--- src/rtl/copro_issue_ctrl.sv ---
// copro_issue_ctrl
//   Issue controller for the GCD/LCM/MOD coprocessor. It picks coprocessor
//   opcodes out of decode, latches operands and destination, runs a
//   start/done handshake with the coprocessor, stalls the core meanwhile,
//   resolves zero-operand cases locally, aborts on timeout and honours flush.
//
// Ports
//   clk, reset_n              clock (rising edge), async active-low reset
//   issue_valid_i             decode-stage instruction valid
//   op_i, funct3_i, rd_i      opcode, funct3 and destination register
//   rs1_val_i, rs2_val_i      register-file operands
//   flush_i                   kill the in-flight operation
//   stall_o                   hold PC/decode (combinational)
//   ill_o                     unsupported funct3 on a coprocessor opcode (combinational)
//   cp_start_o, cp_abort_o    one-cycle start / abort pulses to the coprocessor
//   cp_mode_o                 00 gcd, 01 lcm, 10 mod
//   cp_a_o, cp_b_o            latched operands
//   cp_done_i, cp_result_i    coprocessor result handshake
//   wb_valid_o, wb_rd_o,
//   wb_data_o                 register-file write-back
//   err_o                     one-cycle timeout pulse
module copro_issue_ctrl #(
  parameter int unsigned XLEN        = 32,
  parameter int unsigned TIMEOUT_CYC = 1024,
  parameter int unsigned CNT_W       = $clog2(TIMEOUT_CYC + 1)
) (
  input  logic            clk,
  input  logic            reset_n,
  input  logic            issue_valid_i,
  input  logic [6:0]      op_i,
  input  logic [2:0]      funct3_i,
  input  logic [4:0]      rd_i,
  input  logic [XLEN-1:0] rs1_val_i,
  input  logic [XLEN-1:0] rs2_val_i,
  input  logic            flush_i,
  output logic            stall_o,
  output logic            ill_o,
  output logic            cp_start_o,
  output logic            cp_abort_o,
  output logic [1:0]      cp_mode_o,
  output logic [XLEN-1:0] cp_a_o,
  output logic [XLEN-1:0] cp_b_o,
  input  logic            cp_done_i,
  input  logic [XLEN-1:0] cp_result_i,
  output logic            wb_valid_o,
  output logic [4:0]      wb_rd_o,
  output logic [XLEN-1:0] wb_data_o,
  output logic            err_o
);

  // A zero timeout leaves CNT_W at 0; keep the counter at least one bit wide.
  localparam int unsigned    CW     = (CNT_W < 1) ? 1 : CNT_W;
  localparam logic [CW-1:0]  TO_VAL = CW'(TIMEOUT_CYC);
  localparam logic           TO_EN  = (TIMEOUT_CYC != 0);

  typedef enum logic [1:0] {
    S_IDLE,
    S_START,
    S_WAIT,
    S_WB
  } state_e;

  state_e          state_q, state_d;
  logic [CW-1:0]   cnt_q, cnt_d;
  logic [1:0]      mode_q, mode_d;
  logic [XLEN-1:0] a_q, a_d;
  logic [XLEN-1:0] b_q, b_d;
  logic [4:0]      rd_q, rd_d;
  logic            start_q, start_d;
  logic            abort_q, abort_d;
  logic            err_q, err_d;
  logic            wbv_q, wbv_d;
  logic [XLEN-1:0] wbd_q, wbd_d;

  logic            is_cp_op;
  logic            legal_op;
  logic            accept;
  logic            sc_hit;
  logic [XLEN-1:0] sc_val;
  logic            timeout_hit;

  assign is_cp_op = (op_i == 7'b0000000) || (op_i == 7'b0000001) || (op_i == 7'b0000010);
  assign legal_op = is_cp_op && (funct3_i == 3'b000);

  // reset_n is folded in so the combinational outputs also read 0 in reset.
  assign accept = reset_n && (state_q == S_IDLE) && issue_valid_i && legal_op && !flush_i;
  assign ill_o  = reset_n && (state_q == S_IDLE) && issue_valid_i && is_cp_op &&
                  (funct3_i != 3'b000) && !flush_i;
  assign stall_o = accept || (state_q == S_START) || (state_q == S_WAIT);

  assign timeout_hit = TO_EN && (cnt_q == TO_VAL);

  // Zero-operand results resolved without the coprocessor.
  always_comb begin
    sc_hit = 1'b0;
    sc_val = '0;
    unique case (op_i[1:0])
      2'b00: begin
        if (rs1_val_i == '0) begin
          sc_hit = 1'b1;
          sc_val = rs2_val_i;
        end else if (rs2_val_i == '0) begin
          sc_hit = 1'b1;
          sc_val = rs1_val_i;
        end
      end
      2'b01: begin
        if ((rs1_val_i == '0) || (rs2_val_i == '0)) begin
          sc_hit = 1'b1;
          sc_val = '0;
        end
      end
      2'b10: begin
        if (rs2_val_i == '0) begin
          sc_hit = 1'b1;
          sc_val = rs1_val_i;
        end
      end
      default: ;
    endcase
  end

  always_comb begin
    state_d = state_q;
    cnt_d   = cnt_q;
    mode_d  = mode_q;
    a_d     = a_q;
    b_d     = b_q;
    rd_d    = rd_q;
    start_d = 1'b0;
    abort_d = 1'b0;
    err_d   = 1'b0;
    wbv_d   = 1'b0;
    wbd_d   = wbd_q;

    unique case (state_q)
      S_IDLE: begin
        if (accept) begin
          mode_d = op_i[1:0];
          a_d    = rs1_val_i;
          b_d    = rs2_val_i;
          rd_d   = rd_i;
          if (sc_hit) begin
            state_d = S_WB;
            wbd_d   = sc_val;
            wbv_d   = (rd_i != '0);
          end else begin
            state_d = S_START;
            start_d = 1'b1;
          end
        end
      end
      S_START: begin
        cnt_d = '0;
        if (flush_i) begin
          state_d = S_IDLE;
          abort_d = 1'b1;
        end else begin
          state_d = S_WAIT;
        end
      end
      S_WAIT: begin
        if (flush_i) begin
          state_d = S_IDLE;
          abort_d = 1'b1;
        end else if (cp_done_i) begin
          state_d = S_WB;
          wbd_d   = cp_result_i;
          wbv_d   = (rd_q != '0);
        end else if (timeout_hit) begin
          state_d = S_WB;
          wbd_d   = '1;
          wbv_d   = (rd_q != '0);
          err_d   = 1'b1;
          abort_d = 1'b1;
        end else begin
          cnt_d = cnt_q + CW'(1);
        end
      end
      S_WB: begin
        state_d = S_IDLE;
      end
      default: state_d = S_IDLE;
    endcase
  end

  always_ff @(posedge clk or negedge reset_n) begin
    if (!reset_n) begin
      state_q <= S_IDLE;
      cnt_q   <= '0;
      mode_q  <= '0;
      a_q     <= '0;
      b_q     <= '0;
      rd_q    <= '0;
      start_q <= 1'b0;
      abort_q <= 1'b0;
      err_q   <= 1'b0;
      wbv_q   <= 1'b0;
      wbd_q   <= '0;
    end else begin
      state_q <= state_d;
      cnt_q   <= cnt_d;
      mode_q  <= mode_d;
      a_q     <= a_d;
      b_q     <= b_d;
      rd_q    <= rd_d;
      start_q <= start_d;
      abort_q <= abort_d;
      err_q   <= err_d;
      wbv_q   <= wbv_d;
      wbd_q   <= wbd_d;
    end
  end

  assign cp_start_o = start_q;
  assign cp_abort_o = abort_q;
  assign cp_mode_o  = mode_q;
  assign cp_a_o     = a_q;
  assign cp_b_o     = b_q;
  assign err_o      = err_q;
  assign wb_rd_o    = rd_q;
  assign wb_data_o  = wbd_q;
  // The enable is only known to be stale once the WB cycle itself sees a
  // flush, so the registered enable is qualified by flush_i on the way out.
  assign wb_valid_o = wbv_q && !flush_i;

endmodule

--- config.mk ---
export PLATFORM = sky130hd
export DESIGN_NAME = copro_issue_ctrl
export DESIGN_NICKNAME = d
export VERILOG_FILES = /design/src/rtl/copro_issue_ctrl.sv
export SDC_FILE = /design/constraint.sdc
export NUM_CORES = 1
export LEC_CHECK = 0
export BUFFER_PORTS_ARGS = -buffer_cell sky130_fd_sc_hd__buf_2
export CELL_PAD_IN_SITES_DETAIL_PLACEMENT = 0
export CELL_PAD_IN_SITES_GLOBAL_PLACEMENT = 1
export CORE_UTILIZATION = 33
export CTS_CLUSTER_DIAMETER = 120
export DETAILED_ROUTE_END_ITERATION = 10
export GPL_TIMING_DRIVEN = 1
export HOLD_SLACK_MARGIN = 0.05
export MAX_ROUTING_LAYER = met4
export PLACE_DENSITY = 0.84
export SETUP_SLACK_MARGIN = 0.02
export SYNTH_ARGS = -nofsm -noshare
export SYNTH_HDL_FRONTEND = slang
export SYNTH_SLANG_ARGS = --single-unit
--- constraint.sdc ---
create_clock -name clk -period 2 [get_ports clk]
set_input_delay 0.3 -clock clk [delete_from_list [all_inputs] [get_ports clk]]
set_output_delay 0.3 -clock clk [all_outputs]
set_load 0.02 [all_outputs]
==> reports/qor.csv <==
metric,value,unit
cp_max_fo,10,
clk_pin_slew,60,ps
drcViolationCount,0,
die_w,134.8,microns
dr_wl_met2,9.452,mm
rr_endpoint,wb_data_o[20],
end_kind,flip-flop,
grt_antenna_before_repair,1,
critical_path.startpoint,cnt_q[1],
cp_top_family,simple AND/OR/NAND/NOR gates,
hold_viol,0,
fp.dieArea,18180,sq um
worst_pin_slew,710.4,ps
drive_gt1_share,43.68,%
ir_drop,0.6279,mV
max_slew_margin,52.64,%
final_nets,1059,
clock_latency,430,ps
async_flop_share,100.0,%
seq_area_frac_synth,51.58,%
dr_wl_met3,1.277,mm
post-route-period-util,107.6,%
wire_per_inst,17.23,microns
num_rows,48,
p_per_area,1037,nW/um^2
io_pins,225,
clock-sinks,120,
violations,negative setup slack,
synth_area,5822,sq um
routed_wl,20.26,mm
grt_pass1_vias,5632,
crit_arrival,2460,ps
grt_first_pass_wirelength,30.75,mm
finClkSkew,12.60,ps
setup_violations,33,
reg2reg_slack,-150,ps
ys.flop_type,dfrtp_1,
crit_chain,inv_1 > ha_2 > nor4b_4 > nand4_1 > o211ai_2 > o311a_4 > buf_12 > mux2_1,
highest_layer,met4,
cts_inserted_buffers,17,
cp-start-kind,flip-flop,
core-area,17240,sq um
critical_path_class,flip-flop to flip-flop,
final_common_cell,buf_2,
die_h,134.8,microns
grt_start_max_net_pins,121,
htreeDepth,4,
slowest_stage,dfrtp_1,
start_util,33.78,%
synth_seq_cells,120,
ant_nets,0,
layout_min_cycle_time,2152,ps
required,2310,ps
clock.fmax,464.6,MHz
synth_edf_count,0,
grt_remaining_overflow,0,
final_cell_mix,"222 x buf_2, 218 x nand2_1, 120 x dfrtp_1",
crit_cells,8,
reg2reg_depth,8,
met1_length,8.973,mm
endpoint,wb_data_o[20],
yosysWarnings,0,
synth_top_cell_area_share,51.58,%
critPathMaxStageDelay,390,ps
place_ws,-322.9,ps
syn_area_per_cell,9.528,sq um
synthesis.nets,732,
synth_cell_types,40,
vias_per_cell,4.904,
track_usage,23.24,%
cp.buffers_inverters,2,
cts_root_buf,clkbuf_16,
place_congestion,0.8588,
synth.largest_area_cell,dfrtp_1,
worstReg2RegStart,cnt_q[1],
cts_tree,built,
cellLeakagePower,5.088,nW
outcome,finished with violations,
rsz0062_at_grt,true,
first_pass_iters,5,
drt-initial-drc-count,365,
finalPower,9.218,mW
portBuffers,224,
slew_violations,0,
hold_path.class,input pin to flip-flop,
drv_cap,0,
fin_ws,-152.2,ps
hpwl,14.25,mm
synthCells,611,
num_vias,5767,
syn_to_final_growth,52.70,%
yosys-top-cells-area,"dfrtp_1 52%, nand2_1 14%, mux2_1 5.8%",
cts_max_path_buffers,2,
==> worst min-delay path by stage <==
stage,start,cells past startpoint,end
finish,rd_i[1],3,wb_rd_o[1]
global route,rd_i[2],3,wb_rd_o[2]
CTS,rd_i[2],3,wb_rd_o[2]
detailed placement,cp_a_o[2],2,cp_a_o[2]
global placement,cp_a_o[18],2,cp_a_o[18]
floorplan,reset_n,0,cnt_q[0]
==> layer usage <==
layer	track usage, %	up-vias
met2	35.65	235
li1	-	2734
met4	10.05	0
met1	29.43	2756
met3	5.218	42
met5	-	-
==> worst reg2reg max path, stage by stage (launching register included) <==
cell      delay [ps]
dfrtp_1          390
inv_1             90
ha_2             190
nor4b_4          300
nand4_1          200
o211ai_2         120
o311a_4          270
buf_12           160
mux2_1           330
==> state kept, by name (all words and copies together), names as in the netlist <==
name and cells:
cp_a_o 32, cp_b_o 32, wb_data_o 32, cnt_q 11, wb_rd_o 5, cp_mode_o 2, state_q 2, cp_abort_o 1
cp_start_o 1, err_o 1, wbv_q 1
==> what timing repair did <==
item | CTS | global route
gates cloned | 1 | 1
gates resized for setup | 20 | 16
hold buffers | 1 | 0
pin swaps | 2 | 2
endpoints found under the setup margin | 35 | 46
hold endpoints to repair | 120 | 0
buffers inserted | 2 | 10
==> layout make-up <==
| cell class | count | area, sq um |
|---|---|---|
| fill | 1609 | 8347 |
| sequential | 120 | 3003 |
| multi-input combinational | 418 | 2630 |
| timing repair buffer | 343 | 2208 |
| clock buffer | 17 | 425.4 |
| tap | 225 | 281.5 |
| clock inverter | 14 | 196.4 |
| inverter | 38 | 142.6 |
| antenna | 1 | 2.502 |
==> power by group <==
group | switching [mW] | internal, mW | leakage [nW] | total [mW]
registers | 0.220 | 2.79 | 1.65 | 3.02
clock network | 1.17 | 2.09 | 0.297 | 3.26
logic | 1.50 | 1.45 | 3.14 | 2.94
==> cell usage after synthesis (all sizes together), types with 2 or more instances <==
master	number
a21oi	2
o31ai	2
inv	38
nor2b	3
nand3	3
nor2	18
nand2	219
clkbuf	23
nor4	19
ha	5
and4	3
nor3	3
o21ai	4
buf	12
mux2	33
a21boi	33
xor2	9
nand4	13
a221o	32
and3	2
or4	2
dfrtp	120
==> logic make-up after synthesis <==
| logic type | Yosys count | synth area share, % |
|---|---|---|
| AO/OA/AOI/OAI | 80 | 11.95 |
| XOR/XNOR | 9 | 1.354 |
| multiplexers | 33 | 6.383 |
| buffers and inverters | 73 | 5.717 |
| flip-flops | 120 | 51.58 |
| AND/OR/NAND/NOR | 291 | 21.94 |
| adder cells (fa/ha/maj) | 5 | 1.075 |
==> per-stage QoR <==
stage	utilization (%)	std cells	setup TNS, ps	area (sq um)	hold WS, ps
6_report	51.58	1176	-4536	8890	84.24
5_1_grt	51.58	1176	-9180	8890	87.10
4_1_cts	50.65	1164	-6202	8730	62.86
3_5_place_dp	46.25	1129	-10540	7971	450.9
3_3_place_gp	46.25	1129	-10870	7971	445.3
2_1_floorplan	-	611	0	5859	4.409
Note: power is estimated with default switching activity, not from simulation.
